### config.mk
export PLATFORM = sky130hd
export DESIGN_NAME = bcd_serial_addsub
export DESIGN_NICKNAME = d
export VERILOG_FILES = /design/src/rtl/bcd_pkg.sv /design/src/rtl/bcd_digit_addsub.sv /design/src/rtl/bcd_serial_addsub.sv
export SDC_FILE = /design/constraint.sdc
export NUM_CORES = 1
export LEC_CHECK = 0
export BUFFER_PORTS_ARGS = -buffer_cell sky130_fd_sc_hd__buf_2
export CORE_MARGIN = 2
export CORE_UTILIZATION = 40
export DETAILED_ROUTE_END_ITERATION = 16
export GPL_TIMING_DRIVEN = 0
export SYNTH_ARGS = -nofsm -noshare
export SYNTH_HDL_FRONTEND = slang
export SYNTH_SLANG_ARGS = --single-unit
export TNS_END_PERCENT = 30
### constraint.sdc
create_clock -name clk -period 6.5 [get_ports clk]
set_input_delay 0.325 -clock clk [delete_from_list [all_inputs] [get_ports clk]]
set_output_delay 0.325 -clock clk [all_outputs]
set_load 0.1 [all_outputs]
### src/rtl/bcd_pkg.sv
// Shared constants and FSM encoding for the digit-serial BCD adder/subtractor.
package bcd_pkg;
   localparam int         BCD_DIGIT_W = 4;
   localparam logic [3:0] BCD_MAX     = 4'd9;
   localparam logic [3:0] BCD_ADJ     = 4'd6;

   typedef enum logic [1:0] {
      IDLE = 2'd0,
      RUN  = 2'd1,
      DONE = 2'd2
   } state_e;
endpackage

### src/rtl/bcd_digit_addsub.sv
// Combinational single-digit BCD add/subtract cell (nine's complement of b when sub=1).
module bcd_digit_addsub
   import bcd_pkg::*;
(
   input  logic [3:0] a,
   input  logic [3:0] b,
   input  logic       sub,
   input  logic       cin,
   output logic [3:0] digit,
   output logic       cout,
   output logic       invalid
);

   logic [3:0] bd;
   logic [4:0] s;

   always_comb begin
      bd      = sub ? (BCD_MAX - b) : b;
      s       = {1'b0, a} + {1'b0, bd} + {4'b0000, cin};
      // Adding 6 modulo 16 skips the six unused codes and yields the decimal digit.
      if (s > {1'b0, BCD_MAX}) begin
         digit = s[3:0] + BCD_ADJ;
         cout  = 1'b1;
      end else begin
         digit = s[3:0];
         cout  = 1'b0;
      end
      invalid = (a > BCD_MAX) || (b > BCD_MAX);
   end

endmodule

### src/rtl/bcd_serial_addsub.sv
// Digit-serial packed-BCD adder/subtractor, one digit per clock, LSD first.
// Optional feature: define BCD_INPUT_CHECK_EN to add the err port and invalid-digit check.
module bcd_serial_addsub
   import bcd_pkg::*;
#(
   parameter int DIGITS = 4
) (
   input  logic                          clk,
   input  logic                          rst_n,
   input  logic                          in_valid,
   output logic                          in_ready,
   input  logic [BCD_DIGIT_W*DIGITS-1:0] a,
   input  logic [BCD_DIGIT_W*DIGITS-1:0] b,
   input  logic                          sub,
   input  logic                          cin,
   output logic                          out_valid,
   input  logic                          out_ready,
   output logic [BCD_DIGIT_W*DIGITS-1:0] sum,
   output logic                          cout,
   output logic                          busy
`ifdef BCD_INPUT_CHECK_EN
   ,
   output logic                          err
`endif
);

   localparam int W    = BCD_DIGIT_W * DIGITS;
   localparam int IDXW = (DIGITS > 1) ? $clog2(DIGITS) : 1;
   localparam logic [IDXW-1:0] IDX_LAST = IDXW'(DIGITS - 1);

   state_e          state_q, state_d;
   logic [IDXW-1:0] idx_q, idx_d;
   logic [W-1:0]    a_q, a_d, b_q, b_d;
   logic [W-1:0]    work_q, work_d, sum_q, sum_d;
   logic [W-1:0]    work_shift;
   logic            sub_q, sub_d, carry_q, carry_d, cout_q, cout_d;
   logic [3:0]      dig;
   logic            dig_cout;
   logic            err_q, err_d;

`ifdef BCD_INPUT_CHECK_EN
   logic dig_invalid;
`else
   logic dig_invalid_unused;
`endif

   bcd_digit_addsub u_digit (
      .a       (a_q[BCD_DIGIT_W-1:0]),
      .b       (b_q[BCD_DIGIT_W-1:0]),
      .sub     (sub_q),
      .cin     (carry_q),
      .digit   (dig),
      .cout    (dig_cout),
`ifdef BCD_INPUT_CHECK_EN
      .invalid (dig_invalid)
`else
      .invalid (dig_invalid_unused)
`endif
   );

   // New digits enter at the top so digit 0 lands at bits [3:0] after DIGITS shifts.
   generate
      if (DIGITS == 1) begin : g_one
         assign work_shift = dig;
      end else begin : g_many
         assign work_shift = {dig, work_q[W-1:BCD_DIGIT_W]};
      end
   endgenerate

   always_comb begin
      state_d = state_q;
      idx_d   = idx_q;
      a_d     = a_q;
      b_d     = b_q;
      work_d  = work_q;
      sum_d   = sum_q;
      sub_d   = sub_q;
      carry_d = carry_q;
      cout_d  = cout_q;
      err_d   = err_q;
      case (state_q)
         IDLE: begin
            if (in_valid) begin
               a_d     = a;
               b_d     = b;
               sub_d   = sub;
               carry_d = sub ? 1'b1 : cin;
               idx_d   = '0;
               err_d   = 1'b0;
               state_d = RUN;
            end
         end
         RUN: begin
            a_d     = a_q >> BCD_DIGIT_W;
            b_d     = b_q >> BCD_DIGIT_W;
            work_d  = work_shift;
            carry_d = dig_cout;
`ifdef BCD_INPUT_CHECK_EN
            err_d   = err_q | dig_invalid;
`endif
            if (idx_q == IDX_LAST) begin
               sum_d   = work_shift;
               cout_d  = dig_cout;
               state_d = DONE;
            end else begin
               idx_d = idx_q + IDXW'(1);
            end
         end
         DONE: begin
            if (out_ready) state_d = IDLE;
         end
         default: state_d = IDLE;
      endcase
   end

   always_ff @(posedge clk or negedge rst_n) begin
      if (!rst_n) begin
         state_q <= IDLE;
         idx_q   <= '0;
         a_q     <= '0;
         b_q     <= '0;
         work_q  <= '0;
         sum_q   <= '0;
         sub_q   <= 1'b0;
         carry_q <= 1'b0;
         cout_q  <= 1'b0;
         err_q   <= 1'b0;
      end else begin
         state_q <= state_d;
         idx_q   <= idx_d;
         a_q     <= a_d;
         b_q     <= b_d;
         work_q  <= work_d;
         sum_q   <= sum_d;
         sub_q   <= sub_d;
         carry_q <= carry_d;
         cout_q  <= cout_d;
         err_q   <= err_d;
      end
   end

   assign in_ready  = (state_q == IDLE);
   assign busy      = (state_q == RUN);
   assign out_valid = (state_q == DONE);
   assign sum       = sum_q;
   assign cout      = cout_q;
`ifdef BCD_INPUT_CHECK_EN
   assign err       = err_q;
`endif

endmodule
Yosys cells after proc, flatten, opt, wreduce, memory -nomap -nowiden
Index checks and enable logic that the tools add are counted.
{ "totals": {"regBits": 71, "inputBits": 38, "output_inout_bits": 20, "elab_cells": 46} }
{ "op_classes": {"n_addsub": 5, "n_lt_le_gt_ge": 1, "n_eq_ne": 7, "mux": 17, "reduce_logical": 7} }
{ "ops": {"columns": ["op", "count"], "rows": [
  ["16-bit case mux with 2 select lines", 2],
  ["16-bit 2-to-1 mux", 2],
  ["2-bit 2-to-1 mux", 5],
  ["4-bit 2-to-1 mux", 2],
  ["2-bit case mux with 3 select lines", 1],
  ["2-bit AND reduction", 3],
  ["3-bit AND reduction", 2],
  ["4-bit by 4-bit adder with 5-bit output", 1],
  ["5-bit by 1-bit adder with 5-bit output", 1],
  ["5-bit by 4-bit > comparator with 1-bit output, second input constant", 1],
  ["4-bit by 3-bit adder with 4-bit output, second input constant", 1],
  ["2-bit equality test, second input constant", 2],
  ["2-bit by 1-bit != test with 1-bit output, second input constant", 2],
  ["2-bit != test, second input constant", 2],
  ["2-bit case mux with 2 select lines", 1],
  ["4-bit subtractor, first input constant", 1],
  ["1-bit 2-to-1 mux", 3],
  ["2-bit by 1-bit adder with 2-bit output, second input constant", 1],
  ["2-bit by 1-bit equality test with 1-bit output, second input constant", 1],
  ["2-bit logical NOT", 1],
  ["1-bit case mux with 2 select lines", 1],
  ["2-bit nonzero test", 1]
]} }

Longest topological paths before layout
{ "logic_depth": {"ltp_word": 7, "depth_mapped": 13, "ltp_nobuf": 12} }

Modules after synthesis
From an unflattened synthesis, not the netlist that was laid out.
{ "hier_totals": {"cells_unflattened": 307, "area_unflattened_um2": 3168.0} }
{ "by_module_without_submodules": {"columns": ["mod", "instances", "cells_per_inst", "area_each_um2", "seq_area_each_um2"], "rows": [
  ["bcd_serial_addsub", 1, 269, 2876.5, 1676.6],
  ["bcd_digit_addsub", 1, 38, 291.5, 0.0]
]} }

Least setup slack after synthesis
OpenSTA, ideal clock, no wires.
{ "synth_timing": {"path_kind": "register to register", "start": "register sub_q", "end": "register work_q[14]", "setup_ps": 73, "t_arrival_ps": 2523, "t_required_ps": 6427, "slack_ps": 3904, "path_stages_with_launch": 12, "path_buffers": 0, "period_less_slack_ps": 2596, "cell_sequence": "dfrtp_1 -> xnor2_1 -> fa_1 -> inv_1 -> fa_1 -> xnor2_1 -> ha_1 -> inv_1 -> o21ai_0 -> nand3_1 -> o32a_2 -> a21oi_2"} }
{ "synth_between": {"elab_chain_len": 5, "elab_cells_between_ends": 6, "cone_classes": "add/sub (3); order compare (1); mux (2)"} }
{ "synth_rtl": {"columns": ["element", "line_no", "text"], "rows": [
  ["start: declaration", "bcd_serial_addsub.sv:36", "logic sub_q, sub_d, carry_q, carry_d, cout_q, cout_d;"],
  ["start signal: assignment", "bcd_serial_addsub.sv:135", "sub_q <= sub_d;"],
  ["4-bit 2-to-1 mux (*)", "bcd_digit_addsub.sv:18", "bd = sub ? (BCD_MAX - b) : b;"],
  ["4-bit by 4-bit adder with 5-bit output (*)", "bcd_digit_addsub.sv:19", "s = {1'b0, a} + {1'b0, bd} + {4'b0000, cin};"],
  ["5-bit by 1-bit adder with 5-bit output (*)", "bcd_digit_addsub.sv:19", null],
  ["4-bit by 3-bit adder with 4-bit output / 5-bit by 4-bit > comparator with 1-bit output (equally long branches)", "bcd_digit_addsub.sv:22, bcd_digit_addsub.sv:21", null],
  ["4-bit 2-to-1 mux (*)", "bcd_digit_addsub.sv:21", "if (s > {1'b0, BCD_MAX}) begin"],
  ["end signal: assignment", "bcd_serial_addsub.sv:133", "work_q <= work_d;"],
  ["end: declaration", "bcd_serial_addsub.sv:34", "logic [W-1:0] work_q, work_d, sum_q, sum_d;"]
]} }
Mark *: on every way between the ends. The rest lies on a longest branch, timed or not.
A chain may end at the register's enable or synchronous reset.

Worst setup path in the final report
Ends and elaborated chain as after synthesis.

==> impl_metrics.xml <==
<?xml version="1.0" encoding="UTF-8"?>
<metrics>
  <group name="flow_run">
    <metric name="maxCapViolCount" unit="">0</metric>
  </group>
  <group name="cells_and_area">
    <metric name="signed_area_change_from_the_synthesized_netlist_to_the_final_layout" unit="%">19.69</metric>
    <metric name="antenna_cells" unit="">0</metric>
    <metric name="utilization" unit="%">49.21</metric>
    <metric name="drive_above_1_share" unit="%">28.42</metric>
    <metric name="nNetsFinal" unit="">414</metric>
    <metric name="leading_cell_types_in_the_layout_fill_and_taps_excluded" unit="">dfrtp_1, nand2_1, buf_2, o21ai_0, mux2i_1</metric>
    <metric name="layout_commonest_cell" unit="">dfrtp_1</metric>
  </group>
  <group name="setup_path">
    <metric name="crit_arrival" unit="ps">3220</metric>
    <metric name="worstSetupStartpointType" unit="">register</metric>
    <metric name="crit_type" unit="">reg -&gt; reg</metric>
    <metric name="worst-path-max-fanout" unit="">5</metric>
    <metric name="end_kind" unit="">register</metric>
    <metric name="worst_ep_required_time" unit="ps">6780</metric>
  </group>
  <group name="floorplanning">
    <metric name="boundaryPins" unit="">58</metric>
    <metric name="fp.coreArea" unit="µm²">7727</metric>
    <metric name="floorplan.die.width" unit="µm">93.12</metric>
    <metric name="core.rowCount" unit="">32</metric>
    <metric name="design.die.area" unit="µm²">8670</metric>
    <metric name="die_height" unit="µm">93.12</metric>
    <metric name="floorplan.initialDensity" unit="%">41.11</metric>
  </group>
  <group name="sta">
    <metric name="setup_violations" unit="">0</metric>
    <metric name="drv_slew" unit="">0</metric>
    <metric name="finalHoldViolCount" unit="">0</metric>
    <metric name="final_period_minus_worst_setup_slack" unit="ps">2940</metric>
    <metric name="clock.fmax" unit="MHz">340.1</metric>
    <metric name="rsz0062_at_grt" unit="">no</metric>
    <metric name="tightestPinTransition" unit="ps">863.5</metric>
    <metric name="period_share" unit="%">45.23</metric>
    <metric name="hold-worst-slack" unit="ps">81.49</metric>
    <metric name="clock-skew-final" unit="ps">7.975</metric>
    <metric name="setup_total_negative_slack" unit="ps">0</metric>
    <metric name="setup_slack" unit="ps">3560</metric>
    <metric name="worst_slew_margin_rel" unit="%">42.43</metric>
  </group>
  <group name="synth">
    <metric name="largest_family_of_logic_cells_by_synthesized_area" unit="">compound AO/OA/AOI/OAI gates</metric>
    <metric name="ys_seq_elements" unit="">67</metric>
    <metric name="synth_ff_type" unit="">dfrtp_1</metric>
    <metric name="synth.net_count" unit="">346</metric>
    <metric name="synth_cell_types" unit="">40</metric>
    <metric name="number_of_synthesized_flops_with_an_enable_pin" unit="">0</metric>
    <metric name="yosysSeqAreaShare" unit="%">52.78</metric>
    <metric name="synth-xor-area-share" unit="%">0.8271</metric>
    <metric name="share_of_cell_area_taken_by_muxes_after_synthesis" unit="%">12.88</metric>
    <metric name="synth_compound_area_share" unit="%">12.88</metric>
    <metric name="synth_simple_gate_area_share" unit="%">12.37</metric>
    <metric name="ys.warnings.count" unit="">0</metric>
    <metric name="synthesis.area_per_instance" unit="µm²">10.59</metric>
    <metric name="synth_area" unit="µm²">3177</metric>
    <metric name="async_reset_ff_share" unit="%">100.0</metric>
    <metric name="post_synth_fa_ha_maj_area_fraction" unit="%">3.623</metric>
    <metric name="synth_cells" unit="">300</metric>
  </group>
  <group name="cts">
    <metric name="cts_buffer_depth" unit="">2</metric>
    <metric name="cts_tree" unit="">built</metric>
    <metric name="tritoncts.num_buffers" unit="">9</metric>
    <metric name="postCtsHoldBufs" unit="">0</metric>
    <metric name="cts.sink_count" unit="">67</metric>
    <metric name="clk_latency" unit="ps">340</metric>
    <metric name="ctsRootBufferMaster" unit="">clkbuf_8</metric>
    <metric name="postCtsSetupRepairBufs" unit="">0</metric>
    <metric name="post_cts_resized" unit="">0</metric>
    <metric name="level_count_of_the_clock_h_tree" unit="">3</metric>
    <metric name="clkTransAtPathRegs" unit="ps">70</metric>
  </group>
  <group name="global_routing">
    <metric name="globalRouteOverflowTotal" unit="">0</metric>
    <metric name="number_of_antenna_violations_at_the_first_check_in_global_routing" unit="">0</metric>
    <metric name="grt_first_pass_wirelength" unit="mm">11.28</metric>
    <metric name="grt_start_max_net_pins" unit="">68</metric>
    <metric name="global_route_usage_over_all_layers" unit="%">16.81</metric>
    <metric name="grt_pass1_vias" unit="">2318</metric>
  </group>
  <group name="detailed_routing">
    <metric name="drtAntennaViolNets" unit="">0</metric>
    <metric name="wl" unit="mm">6.547</metric>
    <metric name="first_iter_violations" unit="">61</metric>
    <metric name="route.vias.total" unit="">2315</metric>
    <metric name="first_pass_iters" unit="">4</metric>
    <metric name="avgRoutedWirePerCell" unit="µm">13.78</metric>
    <metric name="detail_route.vias_per_cell" unit="">4.874</metric>
    <metric name="detailed_route_drc_error_count" unit="">0</metric>
  </group>
  <group name="placed_design">
    <metric name="place_hpwl" unit="mm">4.659</metric>
    <metric name="gpl.final_weighted_congestion" unit="">0.8246</metric>
    <metric name="place_ws" unit="ps">3572</metric>
    <metric name="portBuffers" unit="">57</metric>
  </group>
  <group name="status">
    <metric name="outcome" unit="">finished, final reports clean</metric>
  </group>
  <group name="worst_hold_path">
    <metric name="hold_path_class" unit="">in -&gt; async</metric>
  </group>
</metrics>
-- flip-flops by register name, indices dropped and copies added (netlist names) --
register	count
a_q	16
sum	16
carry_q	1
idx_q	2
state_q	2
work_q	12
b_q	16
sub_q	1
cout	1
-- critical path, stage by stage (launching register included) --
cell     delay (ps)
dfrtp_1         440
xnor2_1         230
fa_1            240
inv_1            60
fa_1            440
xnor2_1         280
ha_1            300
inv_1           100
o21ai_0         160
nand3_1          90
o32a_2          410
a21oi_2         130
-- final timing paths --
path	start	cells after the start	to	slack, ps
setup / recovery	sub_q	11	work_q[14]	3560
hold / removal	rst_n	1	b_q[5]	80
setup reg to reg	sub_q	11	work_q[14]	3560
hold reg to reg	cout	2	cout	470
max in group asynchronous	rst_n	1	work_q[7]	5840
min in group clk	out_ready	2	state_q[1]	180
-- Yosys cell counts, types with 2 or more instances --
cell | instances | area (µm²)
mux2_2 | 15 | 168.9
buf_2 | 2 | 10.01
o31ai_1 | 2 | 15.01
dfrtp_1 | 67 | 1677
o21ai_1 | 2 | 10.01
and2_1 | 2 | 12.51
buf_4 | 2 | 15.01
xnor2_1 | 3 | 26.28
a21o_1 | 3 | 22.52
a21oi_2 | 2 | 17.52
a22o_1 | 3 | 26.28
fa_1 | 2 | 40.04
nor3_1 | 2 | 10.01
o21ai_0 | 39 | 195.2
nand3_1 | 2 | 10.01
mux2i_1 | 24 | 240.2
clkbuf_1 | 6 | 22.52
a21oi_1 | 9 | 45.04
nor2_1 | 5 | 18.77
ha_1 | 6 | 75.07
inv_1 | 9 | 33.78
nor2b_1 | 7 | 43.79
buf_6 | 4 | 45.04
nand2b_1 | 2 | 12.51
nand2_1 | 65 | 244.0
-- logic make-up (layout without fill, tap and decap cells) --
group	after synthesis	after routing
xor+xnor	3	3
flops	67	67
fa+ha+maj	8	8
compound gates	68	68
simple gates	90	90
mux	39	39
buf+inv	25	98
-- metrics by stage --
stage,cells,area (µm²)
finish,475,3802
global route,475,3802
CTS,475,3802
detailed placement,459,3592
global placement,459,3590
floorplan,300,3177
-- layout make-up --
class	count	area [µm²]
fillers	730	3925
flip-flops and latches	67	1677
multi-input cells	208	1353
repair buffers	57	287.8
clock buffers	10	137.6
well taps	102	127.6
plain buffers	15	107.6
clock inverters	6	72.57
inverters	10	40.04
-- per-layer routing --
metal  wire length, µm  vias to the layer above  track usage [%]
li1                  -                     1158                -
met1              3184                     1096            22.37
met2              2989                       54            26.09
met3               294                        7            4.835
met4                78                        0            6.373
met5                 0                        -                0
Power is not shown: default switching activity piles up to over one toggle a cycle in this logic, so the estimate is an artifact.
